File: src/rtl/guess_round_tracker.sv
// -----------------------------------------------------------------------------
// guess_round_tracker
//
// Front end of the difficulty FSM. It turns the raw confirm button into a
// single-cycle confirm pulse, scores each confirmed guess against the secret
// number, and runs the per-difficulty countdown timer. The round,
// incorrect_guesses and timer outputs are what the FSM uses for its
// difficulty, gameover and win decisions.
//
// Parameters
//   TICKS_PER_SEC  clk cycles per timer second
//   T_DIFF1        seconds loaded when difficulty 1 is entered
//   T_DIFF2        seconds loaded when difficulty 2 is entered
//   T_DIFF3        seconds loaded when difficulty 3 is entered (<= 127)
//
// Ports
//   clk                in   1   system clock
//   restart            in   1   asynchronous active-high reset
//   confirm_btn        in   1   raw confirm button level, asynchronous to clk
//   guess              in  10   player's entered number, 0..999
//   secret             in  10   target number, 0..999
//   diff_timer         in   2   active difficulty: 1/2/3 playing, 0 idle
//   confirm_pulse      out  1   one-cycle pulse per confirm press
//   round              out  3   correct guesses this difficulty, saturates at 7
//   incorrect_guesses  out  3   wrong guesses this difficulty, saturates at 7
//   timer              out  7   seconds left this difficulty, stops at 0
//   guess_correct      out  1   result of the most recent scored guess
// -----------------------------------------------------------------------------
module guess_round_tracker #(
   parameter int TICKS_PER_SEC = 50_000_000,
   parameter int T_DIFF1       = 30,
   parameter int T_DIFF2       = 60,
   parameter int T_DIFF3       = 90
) (
   input  logic       clk,
   input  logic       restart,
   input  logic       confirm_btn,
   input  logic [9:0] guess,
   input  logic [9:0] secret,
   input  logic [1:0] diff_timer,
   output logic       confirm_pulse,
   output logic [2:0] round,
   output logic [2:0] incorrect_guesses,
   output logic [6:0] timer,
   output logic       guess_correct
);

   // A one-cycle second would give $clog2 == 0; keep at least one bit.
   localparam int PW = (TICKS_PER_SEC > 1) ? $clog2(TICKS_PER_SEC) : 1;
   localparam logic [PW-1:0] PRESC_LAST = PW'(TICKS_PER_SEC - 1);

   localparam logic [6:0] LOAD_D1 = 7'(T_DIFF1);
   localparam logic [6:0] LOAD_D2 = 7'(T_DIFF2);
   localparam logic [6:0] LOAD_D3 = 7'(T_DIFF3);

   // Saturating 3-bit increment: counters stop at 7 instead of wrapping.
   function automatic logic [2:0] sat_inc3(input logic [2:0] v);
      return (v == 3'd7) ? v : v + 3'd1;
   endfunction

   // Seconds loaded when a difficulty level is entered.
   function automatic logic [6:0] load_time(input logic [1:0] d);
      logic [6:0] t;
      case (d)
         2'd1:    t = LOAD_D1;
         2'd2:    t = LOAD_D2;
         2'd3:    t = LOAD_D3;
         default: t = 7'd0;
      endcase
      return t;
   endfunction

   logic          s1;
   logic          s2;
   logic          s3;
   logic [1:0]    prev_diff;
   logic [PW-1:0] prescaler;

   logic          diff_change;
   logic          playing;
   logic          time_left;
   logic          score_en;
   logic          match;

   // ---- stage: button synchronizer and edge-detect delay ----
   always_ff @(posedge clk or posedge restart) begin
      if (restart) begin
         s1 <= 1'b0;
         s2 <= 1'b0;
         s3 <= 1'b0;
      end else begin
         s1 <= confirm_btn;
         s2 <= s1;
         s3 <= s2;
      end
   end

   // Rising edge of the synchronized level; both terms are flop outputs so
   // the pulse is glitch-free, and a held button yields a single pulse.
   assign confirm_pulse = s2 & ~s3;

   // ---- stage: decode of difficulty change and scoring qualification ----
   assign playing     = (diff_timer != 2'd0);
   assign time_left   = (timer != 7'd0);
   assign diff_change = (diff_timer != prev_diff) && playing;
   // A difficulty change wins over a coincident press; that press is dropped.
   assign score_en    = confirm_pulse && playing && time_left && !diff_change;
   assign match       = (guess == secret);

   // ---- stage: registered counters, timer and result ----
   always_ff @(posedge clk or posedge restart) begin
      if (restart) begin
         prev_diff         <= 2'd0;
         prescaler         <= '0;
         timer             <= 7'd0;
         round             <= 3'd0;
         incorrect_guesses <= 3'd0;
         guess_correct     <= 1'b0;
      end else begin
         prev_diff <= diff_timer;

         if (diff_change) begin
            round             <= 3'd0;
            incorrect_guesses <= 3'd0;
            guess_correct     <= 1'b0;
            timer             <= load_time(diff_timer);
            prescaler         <= '0;
         end else begin
            if (score_en) begin
               if (match) begin
                  round         <= sat_inc3(round);
                  guess_correct <= 1'b1;
               end else begin
                  incorrect_guesses <= sat_inc3(incorrect_guesses);
                  guess_correct     <= 1'b0;
               end
            end

            // Countdown runs only while playing with time left; at zero the
            // prescaler is left at 0 (it wrapped to 0 on the final second).
            if (playing && time_left) begin
               if (prescaler == PRESC_LAST) begin
                  prescaler <= '0;
                  timer     <= timer - 7'd1;
               end else begin
                  prescaler <= prescaler + 1'b1;
               end
            end
         end
      end
   end

endmodule

File: config.mk
export PLATFORM = sky130hd
export DESIGN_NAME = guess_round_tracker
export DESIGN_NICKNAME = d
export VERILOG_FILES = /design/src/rtl/guess_round_tracker.sv
export SDC_FILE = /design/constraint.sdc
export NUM_CORES = 1
export LEC_CHECK = 0
export BUFFER_PORTS_ARGS = -buffer_cell sky130_fd_sc_hd__buf_2
export CAP_MARGIN = 5
export CORE_MARGIN = 8
export CORE_UTILIZATION = 62
export DETAILED_ROUTE_END_ITERATION = 8
export HOLD_SLACK_MARGIN = 0.06
export PLACE_DENSITY = 0.86
export SLEW_MARGIN = 20
export SYNTH_ARGS = -nofsm -noshare
export SYNTH_HDL_FRONTEND = slang
export SYNTH_SLANG_ARGS = --single-unit
File: constraint.sdc
create_clock -name clk -period 5.1 [get_ports clk]
set_clock_uncertainty 0.05 [all_clocks]
set_input_delay 0 -clock clk [delete_from_list [all_inputs] [get_ports clk]]
set_output_delay 0 -clock clk [all_outputs]
set_load 0.05 [all_outputs]
==> results by group <==
Route
  • Post-route antenna net violation count: 0
  • Drt pass-1 iters: 5
  • Via/cell ratio: 6.382
  • DRC Markers: 0
  • WL met2: 3306 µm
  • WL met3: 527 µm
  • Via count of the routed design: 2470
  • Total Wirelength: 6651 µm
  • DR top layer: met4
  • Routed len/inst: 17.19 µm
  • Met1 WL: 2615 µm
  • Iter 0 DRT Violations: 249

Synth
  • Mux contribution to synthesized area: 0.03680
  • Syn Inst Count: 296
  • Synth Area in Adders: 0.04998
  • Sequential area share after synthesis: 0.4089
  • Syn_nets: 332
  • Largest family of logic cells by synthesized area: simple AND/OR/NAND/NOR gates
  • FF+latch count, synth: 45
  • Synth Area in XOR/XNOR: 0.06997
  • Most used DFF post-synth: dfrtp_1
  • Netlist cell types: 45
  • Number of flops mapped to enable cells by yosys: 0
  • Compound-cell area share of the yosys netlist: 0.1113
  • Simple-gate share of the synthesized area: 0.2921
  • Synth warn: 0
  • Synthesized area per cell: 9.304 µm²
  • Ys async rst share: 1.000
  • Post-Syn Area: 2754 µm²

Floorplan
  • Core Region: 4324 µm²
  • FP Rows: 24
  • Initial Util: 0.6369
  • DIE WIDTH: 82.65 µm
  • Die ar.: 6830 µm²
  • Ports: 40
  • Die Y: 82.65 µm

Clocking
  • CTS root buffer: clkbuf_8
  • Post_cts resized: 0
  • CTS HTree Levels: 2
  • Total setup buffers inserted after CTS: 0
  • Max Root-Sink Buffers: 2
  • Hold_buf cts: 4
  • Cts bufs inserted: 5
  • Clock-pin slew on the worst setup and hold paths: 0.08 ns
  • Sink Count: 45
  • Worst-Skew Late Latency: 0.30 ns
  • CTS tree: built

Finish
  • Syn-to-layout area delta: 13.13%
  • Share of cells above drive strength 1: 0.1851
  • Antenna cells: 0
  • # nets final: 370
  • Fillers: 320
  • Multi-input gate area: 1546 µm²
  • Sequential cell area: 1126 µm²
  • Cell area after layout: 3115 µm²

Critical path
  • Setup crit end: prescaler[5]
  • R2R cell count: 6
  • Crit path arrival time: 2.81 ns
  • Worst Setup End Kind: flop
  • R2R setup slack: 2.43 ns
  • Startpoint Class: flop
  • CP peak stage delay: 0.79 ns
  • Critical R2R Capture: prescaler[5]
  • Critical path class: flop to flop
  • Critical path's slowest cell: nor4_4
  • Worst Setup SP: prescaler[0]
  • Crit path depth: 6
  • CP max FO: 15
  • Critical path cell sequence: ha_1, nand4_2, nor4_4, and2_1, o21ai_0, a32o_1
  • Critical path buffer and inverter count: 0
  • Cell family with the largest share of critical-path delay: simple AND/OR/NAND/NOR gates
  • Worst R2R Start: prescaler[0]
  • Worst EP required: 5.24 ns

Timing
  • Fmax: 374.9 MHz
  • Worst slew margin: 0.4340
  • Final setup fails: 0
  • Setup TNS: 0 ns
  • Unrepaired setup endpoints after global routing: false
  • Final period util: 0.5230
  • Tmin final: 2.667 ns
  • Max-slew violations: 0
  • Worst Tran Pin Value: 0.8426 ns
  • Final hold vios: 0

Global routing
  • Number of global-route vias before repair: 2395
  • First-pass GRT wire length: 11220 µm
  • Initial antenna violation count: 0
  • Overall routing resource usage: 0.2093
  • Largest net degree at the start of global routing: 46
  • Grt ovf: 0

Pwr
  • Power Density: 234.4 nW/µm²
  • Leakage power: 1.408 nW
  • Worst VDD drop: 0.1242 mV

Place
  • Area post-placement: 2974 µm²
  • # port buffers: 39
  • Dpl hpwl: 4627 µm
  • Placer Congestion: 0.9280

Worst hold path
  • HP Class: input port to flop

Status
  • Status: finished clean

Flow run
  • Max_cap viols: 0
[routing by layer]
metal,track usage,vias up
li1,-,1151
met1,0.2429,1177
met2,0.3621,110
met3,0.03896,32
met4,0.1017,0
met5,0,-
[synthesized netlist by cell type (all sizes together), types with 2 or more instances]
library cell / n / share of area
dfrtp: 45 / 0.41
nand2: 30 / 0.041
a21oi: 23 / 0.043
nor2: 20 / 0.027
nand3: 18 / 0.035
nand4: 15 / 0.044
o21ai: 13 / 0.024
xnor2: 13 / 0.041
ha: 11 / 0.050
clkbuf: 9 / 0.012
mux2i: 9 / 0.033
nor3: 9 / 0.018
nor4: 9 / 0.039
xor2: 9 / 0.029
inv: 7 / 0.0095
or3: 6 / 0.014
and2: 5 / 0.011
buf: 5 / 0.0091
a31oi: 4 / 0.0091
o22ai: 4 / 0.0091
or4: 4 / 0.011
a22oi: 3 / 0.0082
and3: 3 / 0.0068
nor4b: 3 / 0.0095
a21o: 2 / 0.0055
a32o: 2 / 0.0073
nand2b: 2 / 0.0045
nand3b: 2 / 0.0055
nand4b: 2 / 0.0064
[layout by cell type (no fill, tap or decap), types with 11 or more instances in the layout]
cell and instances:
o21ai_0 13, a21oi_1 21, buf_2 39, ha_1 11, nand3_1 17, dfrtp_1 45, nand4_1 12, xnor2_1 13
nor2_1 20, nand2_1 30
[registers in the layout, summed over array words and instances (netlist names)]
| name | count |
|---|---|
| s2 | 1 |
| incorrect_guesses | 3 |
| timer | 7 |
| s1 | 1 |
| guess_correct | 1 |
| prev_diff | 2 |
| s3 | 1 |
| prescaler | 26 |
| round | 3 |
[worst min path at each step]
stage / startpoint / endpoint / slack [ns] / cells past startpoint
2_1_floorplan: diff_timer[0] / prev_diff[0] / -0.02 / 0
3_3_place_gp: confirm_btn / s1 / 0.06 / 1
3_5_place_dp: confirm_btn / s1 / 0.06 / 1
4_1_cts: guess[9] / guess_correct / 0.14 / 6
5_1_grt: secret[9] / guess_correct / 0.19 / 6
6_report: guess[9] / guess_correct / 0.14 / 6
[layout make-up]
| cell class | count | share of cell area |
|---|---|---|
| clock inverters | 1 | 0.001606 |
| multi-input cells | 230 | 0.4964 |
| inverters | 7 | 0.008434 |
| flip-flops and latches | 45 | 0.3614 |
| clock buffers | 7 | 0.03092 |
| repair buffers | 45 | 0.08032 |
| well taps | 52 | 0.02088 |
[tightest hold or removal path, delay by kind of cell]
family / cells / cell delay (ns)
mux: 1 / 0.14
buf+inv: 1 / 0.08
xor+xnor: 1 / 0.05
simple gates: 3 / 0.17
[where the power goes]
part           switching (mW)  internal (mW)  total, mW
registers              0.0111          0.367      0.378
clock network           0.116          0.122      0.238
logic                  0.0779         0.0360      0.114
[through the flow]
stage	worst slack [ns]	hold WS (ns)	power (mW)	utilization	instances
final	2.433	0.1436	0.7303	0.7205	387
after detailed placement	2.492	0.06018	0.4969	0.6878	375
after CTS	2.483	0.1407	0.7352	0.7205	387
after global routing	2.303	0.1861	0.7636	0.7205	387
after floorplan	2.728	-0.01857	0.4595	-	296
after global placement	2.568	0.06045	0.4939	0.6878	375
[cells by family (layout without fill, tap and decap cells)]
| kind of cell | after synthesis | in the layout |
|---|---|---|
| AOI/OAI and AO/OA | 53 | 53 |
| muxes | 10 | 10 |
| DFF | 45 | 45 |
| and+or+nand+nor | 134 | 134 |
| buffers and inverters | 21 | 60 |
| adders and majority gates | 11 | 11 |
| xor gates and xnor gates | 22 | 22 |
No activity file was read; power rests on OpenSTA's default activity.
